## config.mk

```make
export PLATFORM = sky130hd
export DESIGN_NAME = stream_mux_rr
export DESIGN_NICKNAME = d
export VERILOG_FILES = /design/src/rtl/stream_mux_pkg.sv /design/src/rtl/stream_mux_rr_picker.sv /design/src/rtl/stream_mux_rr.sv
export SDC_FILE = /design/constraint.sdc
export NUM_CORES = 1
export LEC_CHECK = 0
export BUFFER_PORTS_ARGS = -buffer_cell sky130_fd_sc_hd__buf_4
export CORE_MARGIN = 2
export CORE_UTILIZATION = 47
export DETAILED_ROUTE_END_ITERATION = 12
export PLACE_DENSITY = 0.77
export SLEW_MARGIN = 10
export SYNTH_ARGS = -nofsm -noshare
export SYNTH_HDL_FRONTEND = slang
export SYNTH_SLANG_ARGS = --single-unit
```

## constraint.sdc

```tcl
create_clock -name clk -period 3.15 [get_ports clk]
set_clock_uncertainty 0.05 [all_clocks]
set_input_delay 0.315 -clock clk [delete_from_list [all_inputs] [get_ports clk]]
set_output_delay 0.315 -clock clk [all_outputs]
set_load 0.02 [all_outputs]
```

## src/rtl/stream_mux_pkg.sv

```systemverilog
// Shared types and constants for the round-robin / explicit-select stream mux.
package stream_mux_pkg;

    // Grant state: IDLE picks a new channel, LOCKED holds it until the last beat.
    typedef enum logic {
        IDLE   = 1'b0,
        LOCKED = 1'b1
    } state_e;

    // Selection modes for the MODE parameter.
    localparam int MODE_SEL = 0;
    localparam int MODE_RR  = 1;

    // Increment a channel index with wrap from n-1 back to 0.
    function automatic int wrap_inc(input int idx, input int n);
        return (idx >= n - 1) ? 0 : idx + 1;
    endfunction

endpackage

```

## src/rtl/stream_mux_rr_picker.sv

```systemverilog
// Round-robin picker: finds the first asserted request starting at ptr and
// wrapping modulo CHANNELS. Purely combinational.
module rr_picker #(
    parameter int CHANNELS = 4,
    parameter int IDXW     = $clog2(CHANNELS)
) (
    input  logic [CHANNELS-1:0] req,
    input  logic [IDXW-1:0]     ptr,
    output logic                found,
    output logic [IDXW-1:0]     idx
);

    // Doubling the request vector lets a plain right shift act as a rotate,
    // which also works when CHANNELS is not a power of two.
    logic [2*CHANNELS-1:0] req_dbl;
    logic [2*CHANNELS-1:0] req_shift;
    logic [CHANNELS-1:0]   req_rot;
    logic [IDXW-1:0]       offset;
    logic [IDXW:0]         sum;

    assign req_dbl   = {req, req};
    assign req_shift = req_dbl >> ptr;
    assign req_rot   = req_shift[CHANNELS-1:0];

    // Priority-encode the rotated vector: lowest offset from ptr wins.
    always_comb begin
        found  = 1'b0;
        offset = '0;
        for (int k = CHANNELS - 1; k >= 0; k--) begin
            if (req_rot[k]) begin
                found  = 1'b1;
                offset = IDXW'(k);
            end
        end
    end

    // Map the rotated offset back to an absolute channel index.
    always_comb begin
        sum = {1'b0, ptr} + {1'b0, offset};
        if (sum >= (IDXW+1)'(CHANNELS)) begin
            idx = IDXW'(sum - (IDXW+1)'(CHANNELS));
        end else begin
            idx = sum[IDXW-1:0];
        end
    end

endmodule

```

## src/rtl/stream_mux_rr.sv

```systemverilog
// N-channel packet multiplexer with valid/ready handshake, registered output
// and a per-packet grant lock. Channel choice is either an explicit sel input
// or round-robin among valid channels.
module stream_mux_rr
    import stream_mux_pkg::*;
#(
    parameter int WIDTH    = 8,
    parameter int CHANNELS = 4,
    parameter int MODE     = 0,
    parameter int SELW     = $clog2(CHANNELS)
) (
    input  logic                      clk,
    input  logic                      rst_n,
    input  logic [CHANNELS*WIDTH-1:0] in_data,
    input  logic [CHANNELS-1:0]       in_valid,
    input  logic [CHANNELS-1:0]       in_last,
    output logic [CHANNELS-1:0]       in_ready,
    input  logic [SELW-1:0]           sel,
    output logic [WIDTH-1:0]          out_data,
    output logic                      out_valid,
    output logic                      out_last,
    output logic [SELW-1:0]           out_chan,
    input  logic                      out_ready,
    output logic                      busy
);

    // Registered state and its next-state values.
    state_e            state_q,     state_d;
    logic [SELW-1:0]   grant_q,     grant_d;
    logic [SELW-1:0]   rr_ptr_q,    rr_ptr_d;
    logic [WIDTH-1:0]  out_data_q,  out_data_d;
    logic              out_valid_q, out_valid_d;
    logic              out_last_q,  out_last_d;
    logic [SELW-1:0]   out_chan_q,  out_chan_d;
    logic              busy_q,      busy_d;

    // Per-channel views and selection helpers.
    logic [WIDTH-1:0]    chan_data [CHANNELS];
    logic [CHANNELS-1:0] sel_hit_vec;
    logic [CHANNELS-1:0] cand_oh;
    logic                cand_valid;
    logic [SELW-1:0]     cand_idx;
    logic                pick_found;
    logic [SELW-1:0]     pick_idx;
    logic                can_load;
    logic                accept;
    logic [WIDTH-1:0]    acc_data;
    logic                acc_last;

    rr_picker #(
        .CHANNELS (CHANNELS),
        .IDXW     (SELW)
    ) u_picker (
        .req   (in_valid),
        .ptr   (rr_ptr_q),
        .found (pick_found),
        .idx   (pick_idx)
    );

    // The output register can take a new beat when empty or being drained.
    assign can_load = !out_valid_q || out_ready;

    // Per-channel slicing, explicit-select match, one-hot candidate and ready.
    // in_ready is gated by rst_n so nothing is accepted while reset is held.
    generate
        for (genvar gi = 0; gi < CHANNELS; gi++) begin : g_chan
            assign chan_data[gi]   = in_data[gi*WIDTH +: WIDTH];
            assign sel_hit_vec[gi] = in_valid[gi] && (sel == SELW'(gi));
            assign cand_oh[gi]     = cand_valid && (cand_idx == SELW'(gi));
            assign in_ready[gi]    = rst_n && can_load && cand_oh[gi];
        end
    endgenerate

    // Candidate channel: the locked grant, else the mode's choice. An
    // out-of-range sel matches no channel, so it simply yields no candidate.
    always_comb begin
        cand_valid = 1'b0;
        cand_idx   = '0;
        if (state_q == LOCKED) begin
            cand_valid = 1'b1;
            cand_idx   = grant_q;
        end else if (MODE == MODE_RR) begin
            cand_valid = pick_found;
            cand_idx   = pick_idx;
        end else begin
            cand_valid = |sel_hit_vec;
            cand_idx   = sel;
        end
    end

    // Accept when the single ready channel is also valid.
    assign accept = |(in_valid & in_ready);

    // Beat mux driven by the one-hot candidate.
    always_comb begin
        acc_data = '0;
        acc_last = 1'b0;
        for (int i = 0; i < CHANNELS; i++) begin
            if (cand_oh[i]) begin
                acc_data = chan_data[i];
                acc_last = in_last[i];
            end
        end
    end

    // Next-state: output register load/drain, lock FSM and round-robin pointer.
    always_comb begin
        state_d     = state_q;
        grant_d     = grant_q;
        rr_ptr_d    = rr_ptr_q;
        out_data_d  = out_data_q;
        out_valid_d = out_valid_q;
        out_last_d  = out_last_q;
        out_chan_d  = out_chan_q;
        busy_d      = busy_q;

        if (accept) begin
            out_data_d  = acc_data;
            out_last_d  = acc_last;
            out_chan_d  = cand_idx;
            out_valid_d = 1'b1;
            if (acc_last) begin
                // Packet complete: release the lock and advance the pointer.
                state_d  = IDLE;
                busy_d   = 1'b0;
                rr_ptr_d = SELW'(wrap_inc(int'(cand_idx), CHANNELS));
            end else begin
                // Packet continues: hold this channel until its last beat.
                state_d = LOCKED;
                grant_d = cand_idx;
                busy_d  = 1'b1;
            end
        end else if (out_ready) begin
            // Sink took the beat and nothing replaces it.
            out_valid_d = 1'b0;
        end
    end

    // State register with asynchronous reset; reset drops any lock and held beat.
    always_ff @(posedge clk or negedge rst_n) begin
        if (!rst_n) begin
            state_q     <= IDLE;
            grant_q     <= '0;
            rr_ptr_q    <= '0;
            out_data_q  <= '0;
            out_valid_q <= 1'b0;
            out_last_q  <= 1'b0;
            out_chan_q  <= '0;
            busy_q      <= 1'b0;
        end else begin
            state_q     <= state_d;
            grant_q     <= grant_d;
            rr_ptr_q    <= rr_ptr_d;
            out_data_q  <= out_data_d;
            out_valid_q <= out_valid_d;
            out_last_q  <= out_last_d;
            out_chan_q  <= out_chan_d;
            busy_q      <= busy_d;
        end
    end

    assign out_data  = out_data_q;
    assign out_valid = out_valid_q;
    assign out_last  = out_last_q;
    assign out_chan  = out_chan_q;
    assign busy      = busy_q;

    // At most one channel is ever offered a ready.
    assert property (@(posedge clk) disable iff (!rst_n) $onehot0(in_ready));

    // While locked, only the granted channel may be offered a ready.
    assert property (@(posedge clk) disable iff (!rst_n)
        (state_q == LOCKED) |-> ((in_ready & ~(CHANNELS'(1) << grant_q)) == '0));

endmodule

```

==> results.md <==
- Total GRT Usage: a little under a quarter
- Kind of critical path: flip-flop to primary output
- Share of power burned in registers: 24.6%
- CP max FO: 14
- Number of global-route vias before repair: approximately 1300
- Number of core rows: 19
- Via count: around 1400
- Port Buffers: 61
- CP Capture Type: primary output
- Static Leak: a little over 0.9 nW
- Top Ports: 62
- Power Density: between 800 and 900 mW/mm^2
- Initial DRC count: 50
- Fraction of layout cells with a size suffix above 1: 41.6%
- Drc violations: 0
- Reg2Reg Setup Slack: about 0.7 ns
- Yosys cell types: 36
- First drt pass iteration count: 4
- Total gr overflow: 0
- Clock slew at reported path FFs: 0.09 ns
- Root Buffer: clkbuf_4
- Worst R2R Path Depth: 5
- Layout area overhead: 38.0%
- Largest stage delay, worst path: ~0.65 ns
- Crit path launch type: flip-flop
- Combinational power share: a little under 70%
- Routability cong.: roughly 0.89
- Die ar.: about 0.0033 sq mm
- WP data required: about 2.8 ns
- Cells after Synth: 149
- Final setup viols: 0
- Switching part of the total: a little under half
- Crit-path leading delay family: compound AO/OA/AOI/OAI gates
- Core box area: between 0.002 and 0.003 sq mm
- Reg2Reg Launch Point: busy$_DFFE_PN0P_
- Max clock buf depth: 2
- Hold path endpoint: out_valid$_DFFE_PN0P_
- Overall power: 1.58 mW
- Sw Pwr: 723 uW
- First-pass GRT wire length: roughly 6 mm
- Worst hold path class: input port to flip-flop
- Antenna diodes: 0
- DIE HEIGHT: between 50 and 60 um
- Vias per std cell: 5.68
- Clock Sinks: 15
- Cts repair resizes: 0
- Post-Syn Area: ~0.0013 sq mm
- Arr. time, crit path: around 2.1 ns
- Synth Warn #: 0
- Hold Path Origin: out_ready
- Num CTS Buffers: 3
- Pint: 860 uW
- TritonCTS clock tree: built
- Post-CTS setup buffers: 0
- FMAX: 400 MHz
- Hold_buf cts: 1
- Final ANT Viol Nets: 0
- Part of the Yosys area used for sequential elements: between 20 and 30%
- Slew @ Worst Pin: roughly 0.74 ns
- Clock latency on the worst-skew pair: 0.28 ns
- Max-Slew Margin vs Limit: 50.5%
- Post-Syn Nets: approximately 190
- Setup TNS: 0 ns
- Max Cap Viol: 0
- Crit share post-route: roughly four fifths
- Hold depth: 3
- Commonest non-fill, non-tap cell in the layout: buf_4
- Commonest non-fill, non-tap cells in the layout: 66 x buf_4, 16 x o211ai_1, 15 x dfrtp_1, 13 x nand2_1
- Net count, final: 255
- Yosys reg bits: 15
- Final hold slack: 0.305 ns
- Reg2reg end: out_data[2]$_DFFE_PN0P_
- RSZ-0062 raised after global routing: no
- Initial antenna violation count: 0
- Final critical-path required period: around 2.5 ns
- Utilization after layout: between 60% and 70%
- Largest net degree at the start of global routing: 18
- WL/cell: 15.2 um
- Most common cell on crit path: buf_4
- Final Hold Viols: 0
- Status: finished, final reports clean
- CP Buf/Inv Count: 2
- Post-DP HPWL: 2.92 mm
- Clock power frac: 6.8%
- Post-Route WL: between 3 and 4 mm
- H-Tree Depth: 1
- Fillers: about 220
- Critical-path cell list: buf_4 -> o31ai_2 -> nor3b_1 -> buf_4
- CP max-delay cell: o31ai_2
- Die W: 57.5 um
- Peak VDD IR: approximately 0.66 mV
- Final Max Slew Viols: 0
- Syn Area/Cell: ~9.0 sq um
- Initial Util: 49.2%
## synth_stat cells (all sizes together)
master	count	area (sq um)
a21bo	1	10.0
nor3	2	10.0
nand3b	1	7.51
nand2b	11	68.8
nand3	2	10.0
a22oi	9	67.6
clkbuf	6	22.5
nand2	13	48.8
nor3b	2	20.0
a2bb2oi	1	15.0
o21ai	3	15.0
buf	5	37.5
nor2	4	17.5
o211ai	16	120
inv	12	45.0
a221o	1	10.0
o21a	1	7.51
and2	1	6.26
and3b	1	8.76
a2111oi	2	42.5
a21oi	8	40.0
o31ai	9	72.6
dfrtp	15	375
nor2b	4	25.0
mux2	12	165
o32ai	1	16.3
mux2i	6	60.1
## area by class of cell
| type | count | area (sq um) | share of cell area (%) |
|---|---|---|---|
| clock buffer | 3 | 22.5 | 1.21 |
| clock inverter | 1 | 5.00 | 0.270 |
| inverter | 12 | 45.0 | 2.43 |
| multi-input combinational | 111 | 865 | 46.6 |
| sequential | 15 | 375 | 20.2 |
| tap | 31 | 38.8 | 2.09 |
| timing repair buffer | 67 | 505 | 27.2 |
## registers in the layout, indices dropped and copies added, names as in the netlist
register	cells
out_valid	1
out_last	1
out_chan	2
grant_q	2
busy	1
out_data	8
## worst register-to-register path: stages (launching register included)
cell and delay, ns:
dfrtp_1 0.59, mux2i_1 0.38, mux2i_1 0.28, nor2_1 0.10, nor2_2 0.53, mux2_2 0.41
## layer usage
| layer | GRT usage, % | up-vias | wire length (um) | part of all wire, % |
|---|---|---|---|---|
| li1 | - | 669 | - | - |
| met4 | 8.97 | 0 | 44 | 1.2 |
| met5 | 0 | - | 0 | 0 |
| met1 | 31.9 | 654 | 1610 | 44 |
| met3 | 1.59 | 4 | 161 | 4.4 |
| met2 | 37.5 | 35 | 1840 | 50 |
## how the worst max path moves through the flow
| stage | startpoint | to | slack, ns | cells after the start |
|---|---|---|---|---|
| floorplan | busy$_DFFE_PN0P_ | grant_q[0]$_DFFE_PN0P_ | 0.82 | 6 |
| global placement | busy$_DFFE_PN0P_ | out_data[2]$_DFFE_PN0P_ | 0.80 | 5 |
| detailed placement | sel[0] | out_data[2]$_DFFE_PN0P_ | 0.71 | 6 |
| CTS | busy$_DFFE_PN0P_ | in_ready[0] | 0.65 | 4 |
| global route | busy$_DFFE_PN0P_ | out_last$_DFFE_PN0P_ | 0.51 | 6 |
| finish | busy$_DFFE_PN0P_ | in_ready[0] | 0.65 | 4 |
## through the flow
stage / setup slack (ns) / cell area, sq um / std cells
after CTS: 0.654 / 1860 / 240
final: 0.647 / 1860 / 240
after global placement: 0.797 / 1820 / 235
after detailed placement: 0.707 / 1820 / 235
after global routing: 0.511 / 1860 / 240
after floorplan: 0.819 / 1350 / 149
## logic make-up after synthesis
group	share of synthesized area, %
and+or+nand+nor	16.6
DFF	27.9
buffers and inverters	7.81
muxes	16.7
AOI/OAI and AO/OA	31.0
## power groups by stage
stage                     Clock (mW)  Combinational, mW  Sequential, mW
after floorplan                    0              0.703           0.433
final                          0.107               1.09           0.389
after global placement             0               1.06           0.386
after CTS                      0.110               1.09           0.390
after global routing           0.120               1.18           0.401
after detailed placement           0               1.08           0.393
No activity file was read; power rests on OpenSTA's default activity.
